==> src/rtl/hamming_pkg.sv <==
// Shared Hamming(7,4) definitions: syndrome type, parity-check masks and bit positions.
// Bit i of a 7-bit word is Hamming position i+1.
package hamming_pkg;

    typedef logic [2:0] sindrome_t;

    localparam logic [6:0] MASK_S1 = 7'b101_0101;
    localparam logic [6:0] MASK_S2 = 7'b110_0110;
    localparam logic [6:0] MASK_S4 = 7'b111_1000;

    localparam int unsigned PARITY_POS [3] = '{1, 2, 4};
    localparam int unsigned DATA_POS   [4] = '{3, 5, 6, 7};

    // A nonzero syndrome names the faulty position directly.
    function automatic logic [6:0] flip_mask(input sindrome_t s);
        logic [6:0] m;
        m = '0;
        if (s != 3'd0) begin
            m[s - 3'd1] = 1'b1;
        end
        return m;
    endfunction

endpackage

==> src/rtl/module_sindrome.sv <==
// Combinational syndrome {s4,s2,s1} of a received Hamming(7,4) word.
module module_sindrome
    import hamming_pkg::*;
(
    input  logic [6:0] datos_i,
    output sindrome_t  sindrome_o
);

    assign sindrome_o = {^(datos_i & MASK_S4), ^(datos_i & MASK_S2), ^(datos_i & MASK_S1)};

endmodule

==> src/rtl/module_corrector.sv <==
// Single-error Hamming(7,4) corrector behind a one-entry valid/ready register,
// with a saturating count of accepted words that carried an error.
module module_corrector
    import hamming_pkg::*;
#(
    parameter int CNT_W = 8
) (
    input  logic             clk,
    input  logic             rst_n,
    input  logic             in_valid,
    output logic             in_ready,
    input  logic [6:0]       datos_rx,
    output logic             out_valid,
    input  logic             out_ready,
    output logic [6:0]       datos_cod,
    output logic [2:0]       sindrome,
    output logic             error,
    input  logic             clr_cnt,
    output logic [CNT_W-1:0] err_cnt
);

    localparam logic [CNT_W-1:0] CNT_MAX = '1;

    // Handshake: a word moves on an edge where valid and ready are both high;
    // the producer keeps valid/data steady until that edge, and ready never
    // depends on the producer's valid.
    sindrome_t        syn_rx;
    logic             accept;
    logic             valid_q, valid_d;
    logic [6:0]       cod_q, cod_d;
    sindrome_t        syn_q, syn_d;
    logic             err_q, err_d;
    logic [CNT_W-1:0] cnt_q, cnt_d;

    module_sindrome u_sindrome (
        .datos_i    (datos_rx),
        .sindrome_o (syn_rx)
    );

    assign in_ready = !valid_q || out_ready;
    assign accept   = in_valid && in_ready;

    always_comb begin
        valid_d = valid_q;
        cod_d   = cod_q;
        syn_d   = syn_q;
        err_d   = err_q;
        cnt_d   = cnt_q;
        if (accept) begin
            valid_d = 1'b1;
            cod_d   = datos_rx ^ flip_mask(syn_rx);
            syn_d   = syn_rx;
            err_d   = (syn_rx != 3'd0);
        end else if (out_ready) begin
            valid_d = 1'b0;
        end
        // Clear wins over a same-cycle increment.
        if (clr_cnt) begin
            cnt_d = '0;
        end else if (accept && (syn_rx != 3'd0) && (cnt_q != CNT_MAX)) begin
            cnt_d = cnt_q + 1'b1;
        end
    end

    always_ff @(posedge clk or negedge rst_n) begin
        if (!rst_n) begin
            valid_q <= 1'b0;
            cod_q   <= '0;
            syn_q   <= '0;
            err_q   <= 1'b0;
            cnt_q   <= '0;
        end else begin
            valid_q <= valid_d;
            cod_q   <= cod_d;
            syn_q   <= syn_d;
            err_q   <= err_d;
            cnt_q   <= cnt_d;
        end
    end

    assign out_valid = valid_q;
    assign datos_cod = cod_q;
    assign sindrome  = syn_q;
    assign error     = err_q;
    assign err_cnt   = cnt_q;

endmodule

==> config.mk <==
export PLATFORM = sky130hd
export DESIGN_NAME = module_corrector
export DESIGN_NICKNAME = d
export VERILOG_FILES = /design/src/rtl/hamming_pkg.sv /design/src/rtl/module_sindrome.sv /design/src/rtl/module_corrector.sv
export SDC_FILE = /design/constraint.sdc
export NUM_CORES = 1
export LEC_CHECK = 0
export CAP_MARGIN = 15
export CORE_MARGIN = 2
export CORE_UTILIZATION = 42
export DETAILED_ROUTE_END_ITERATION = 6
export GPL_TIMING_DRIVEN = 0
export HOLD_SLACK_MARGIN = 0.06
export PLACE_DENSITY = 0.79
export REMOVE_ABC_BUFFERS = 1
export SLEW_MARGIN = 20
export SYNTH_ARGS = -nofsm -noshare
export SYNTH_HDL_FRONTEND = slang
export SYNTH_SLANG_ARGS = --single-unit
==> constraint.sdc <==
create_clock -name clk -period 1.85 [get_ports clk]
set_input_delay 0.37 -clock clk [delete_from_list [all_inputs] [get_ports clk]]
set_output_delay 0.37 -clock clk [all_outputs]
set_load 0.1 [all_outputs]
Word level (Yosys, flattened, before mapping)
Cells that the tools add are included.
W data, S select, Z words.
- logic and storage cells: 31
- bits of input ports: 12
- register bits: 20
- order comparisons: 2
- muxes and demuxes: 8
- add/sub/neg operators: 2
- reductions and logical operators: 12
- equal/unequal tests: 1
- bitwise logic cells: 1
- operator list (kind ; number):
    $reduce_xor A7 Y1 ; 3
    $mux W8 ; 2
    $mux W7 ; 2
    $add A8 B1 Y8 const B ; 1
    $ne A8 B8 Y1 const B ; 1
    $xor A7 B7 Y7 ; 1
    $logic_and A1 B1 Y1 ; 4
    $lt A3 B4 Y1 const B ; 1
    $reduce_bool A2 Y1 ; 2
    $demux W1 S3 ; 1
    $ge A3 B1 Y1 const B ; 1
    $mux W1 ; 3
    $reduce_bool A3 Y1 ; 1
    $sub A3 B1 Y3 const B ; 1
    $logic_not A1 Y1 ; 1
    $logic_or A1 B1 Y1 ; 1

Depth between registers and ports, before layout
- depth after elaboration: 9
- mapped depth: 6
- gate-level depth less buffers: 6

By module
From an unflattened synthesis, not the netlist that was laid out.
- cells, all modules: 122
- area total of the unflattened synthesis: 1179.9 sq um
- by module, submodules not included (module ; cells an instance ; area an instance (sq um) ; instances):
    module_corrector ; 114 ; 1102.3 ; 1
    module_sindrome ; 8 ; 77.6 ; 1

Worst setup path after synthesis
OpenSTA, ideal clock, no wires.
- path type: register to register
- from: register valid_q, in the netlist out_valid
- to: register cnt_q[7], in the netlist err_cnt[7]
- cell stages (with the launch flop): 6
- required time: 1.772 ns
- slack: -1.128 ns
- arrival time: 2.900 ns
- buffers on the path: 0
- period minus slack after synthesis: 2.978 ns
- cells stage by stage: dfrtp_1 nand2b_1 o211ai_1 or2_2 or4_1 a21oi_1
- longest elaborated chain between the ends: 6
- ends and longest elaborated chain (what ; RTL line ; text):
    start: declaration ; module_corrector.sv:29 ; logic valid_q, valid_d;
    start signal: assignment ; module_corrector.sv:73 ; valid_q <= valid_d;
    $logic_not A1 Y1 ; module_corrector.sv:40 ; assign in_ready = !valid_q || out_ready;
    $logic_or A1 B1 Y1 ; module_corrector.sv:40 ;
    via in_ready ; module_corrector.sv:11 ; output logic in_ready,
    $logic_and A1 B1 Y1 ; module_corrector.sv:41 ; assign accept = in_valid && in_ready;
    $logic_and A1 B1 Y1 (2 in a row) ; module_corrector.sv:60 ; end else if (accept && (syn_rx != 3'd0) && (cnt_q != CNT_MAX)) begin
    $reduce_bool A2 Y1 (no line) ; - ;
    end signal: assignment ; module_corrector.sv:77 ; cnt_q <= cnt_d;
    end: declaration ; module_corrector.sv:33 ; logic [CNT_W-1:0] cnt_q, cnt_d;
The timed path passes the listed nets, and every way through them passes these cells.
A chain may end at the register's enable or synchronous reset.

Worst setup path in the final report
- from: input out_ready
- to: output in_ready
- longest elaborated chain between the ends: 1
- ends and longest elaborated chain (what ; RTL line ; text):
    start: declaration ; module_corrector.sv:14 ; input logic out_ready,
    $logic_or A1 B1 Y1 ; module_corrector.sv:40 ;
    end: declaration ; module_corrector.sv:11 ;
No other way between the ends.

==> reports/results.ini <==
[timing]
finalWorstSetupSlack_ps = 36.31
slew_headroom_pct = 39.98
finalClockSkew_ps = 2.474
fin_tns_setup_ps = 0
rsz0062_at_grt = no
hold-worst-slack_ps = 494.3
tightest_slew_ps = 897.5
period_needed_ps = 1814
setup_viol = 0
drv_slew = 0
hold_viol_final = 0
period_share_pct = 98.04
clock.fmax_mhz = 551.4

[logic_synthesis]
synth_cell_types = 28
ys_seq_area_share_pct = 44.49
syn-instance-count = 114
ys_ff_latch = 20
ys_warn_count = 0
syn_area_um2 = 1125
synth_area_per_cell_um2 = 9.867

[critical_path]
r2r_start = err_cnt[1]
crit_arrival_ps = 1440
r2r_end = err_cnt[7]
critical_path.cell_chain = clkdlybuf4s50_1, nand2b_1, buf_2
startpoint_type = primary input
cp_num_buf_inv = 2
worstPathRequired_ps = 1480
cp_slowest_cell = clkdlybuf4s50_1
slowest_delay_ps = 450
critPathKind = primary input to primary output
critPathMaxFanout = 4
r2r_setup_slack_ps = 100
endpoint_kind = primary output
ff2ff_path_depth = 6
cp_top_family = buffers and inverters

[floorplanning]
start_util_pct = 44.99
die_w_um = 55.75
die_area_um2 = 3108
chipHeight_um = 55.75
coreArea_um2 = 2500
row_count = 18
ioPinCount = 33

[global_routing]
grt_antenna_before_repair = 0
grt_pass1_wl_um = 3857
grt_pass1_vias = 954
grt.overflow.total = 0
grt_max_degree = 22
track_usage_pct = 15.25

[min_path]
worstHoldStart = sindrome[2]
hold_depth = 2
holdPathEnd = sindrome[2]
min_path_type = flop to flop

[clock_network]
clock_latency_ps = 290
cts_tree = yes
cts-root-buf = clkbuf_4
numCtsBuffers = 3
ctsLongestPathBuffers = 2
cts.sinks = 20
holdBufCountCts = 0
path_clk_slew_ps = 100
htreeDepth = 1

[detailed_routing]
wl_per_cell_um = 12.49
num_vias = 939
dr.pass1.iters = 3
routed_via_density = 5.131
drt_first_iter_violations = 4
ant_nets = 0
drt_wl_total_um = 2286
drc = 0

[placed_design]
hpwlAfterDp_um = 1595
portBuffers = 32
pre_cts_slack_ps = -680.5
dp.cells = 173
place_congestion = 0.7985

[pwr]
p_leak_nw = 0.6687
p_per_area_nw_per_um2 = 965.1
vdd_drop_max_mv = 0.9035
finalPower_mw = 1.540

[run_status]
status = finished, final reports clean

[layout]
fin_cells = 183
diodes = 0
area_growth_pct = 41.82
drive_gt1_share_pct = 26.80
final_net_count = 168
n_fill_cell = 202

[run]
cap_violations = 0

cell usage after synthesis (all sizes together):
| cell | n | area share (%) |
|---|---|---|
| nor2 | 8 | 2.7 |
| nand2b | 4 | 2.2 |
| or2 | 1 | 0.56 |
| o31ai | 1 | 0.67 |
| a21oi | 2 | 1.9 |
| nand4 | 1 | 0.56 |
| nor4 | 1 | 0.56 |
| nor3b | 1 | 0.67 |
| xnor2 | 10 | 9.1 |
| ha | 1 | 1.1 |
| mux2 | 7 | 7.0 |
| nor2b | 6 | 3.3 |
| or4 | 1 | 0.67 |
| nand2 | 13 | 4.3 |
| clkbuf | 3 | 1.0 |
| xor2 | 7 | 5.5 |
| o21ai | 10 | 4.4 |
| nand3 | 8 | 3.6 |
| or3 | 1 | 1.0 |
| mux2i | 1 | 0.89 |
| o211ai | 1 | 0.67 |
| a21bo | 1 | 0.89 |
| dfrtp | 20 | 44 |
| nor3 | 5 | 2.2 |
stage by stage:
stage	cell area [µm²]	util [%]
3_5_place_dp	1471	58.86
4_1_cts	1578	63.11
2_1_floorplan	1114	-
6_report	1595	63.81
3_3_place_gp	1471	58.86
5_1_grt	1595	63.81
worst min-delay path, cell delays in order (launching register included):
cell     delay [ps]
dfrtp_1         360
nand2_1          50
o21ai_0          60
power breakdown:
part	internal (mW)	switching, mW
Combinational	0.201	0.616
Clock	0.0757	0.119
Sequential	0.494	0.0338
repair_timing:
item                                    4_1_cts  5_1_grt
buffers inserted                              5        1
pin swaps                                     5        0
gates resized for setup                      75        3
cloned                                        1        0
endpoints found under the setup margin       29        2
cells by family after synthesis:
group           after synthesis  synth area share (%)
xor+xnor                     17                 14.57
flops                        20                 44.49
buf+inv                       3                 1.001
mux                           8                 7.897
simple gates                 50                 22.36
compound gates               15                 8.566
fa+ha+maj                     1                 1.112
layout make-up:
type	count	area, µm²	area share (%)
timing repair buffer	38	376.6	23.61
multi-input combinational	92	658.1	41.25
tap	30	37.54	2.353
sequential	20	500.5	31.37
clock buffer	3	22.52	1.412
flip-flops by register name (all words and copies together), names as in the netlist:
signal,cells
err_cnt,8
datos_cod,7
sindrome,3
error,1
out_valid,1
layout by cell type, fill, tap and decap left out, types with 3 or more instances in the layout:
cell / synthesis / layout
dfrtp_1: 20 / 20
clkdlybuf4s15_2: 0 / 20
nand2_1: 13 / 13
nor2_1: 8 / 8
nand3_1: 8 / 8
xor2_1: 7 / 7
dlygate4sd2_1: 0 / 7
nor2b_1: 6 / 6
xnor2_1: 8 / 6
mux2_1: 6 / 6
o21ai_0: 6 / 6
buf_4: 0 / 6
nand2b_1: 4 / 4
nor3_1: 5 / 4
o21ai_1: 4 / 4
clkdlybuf4s50_1: 0 / 4
xnor2_2: 2 / 3
clkbuf_4: 0 / 3
metal layers:
layer / GRT usage [%] / routed length [µm] / vias up / part of all wire [%]
li1: - / - / 473 / -
met1: 16.64 / 992 / 442 / 43
met2: 28.40 / 1175 / 24 / 51
met3: 3.023 / 119 / 0 / 5.2
met4: 6.272 / 0 / 0 / 0
met5: 0 / 0 / - / 0
how the worst max path moves through the flow:
stage	startpoint	end	slack [ps]	cells past startpoint
2_1_floorplan	out_valid	err_cnt[7]	-1130	5
3_3_place_gp	out_ready	in_ready	-670	3
3_5_place_dp	out_ready	in_ready	-680	3
4_1_cts	err_cnt[1]	err_cnt[7]	9	6
5_1_grt	out_ready	in_ready	5	3
6_report	out_ready	in_ready	40	3
(Power assumes the default switching activity.)
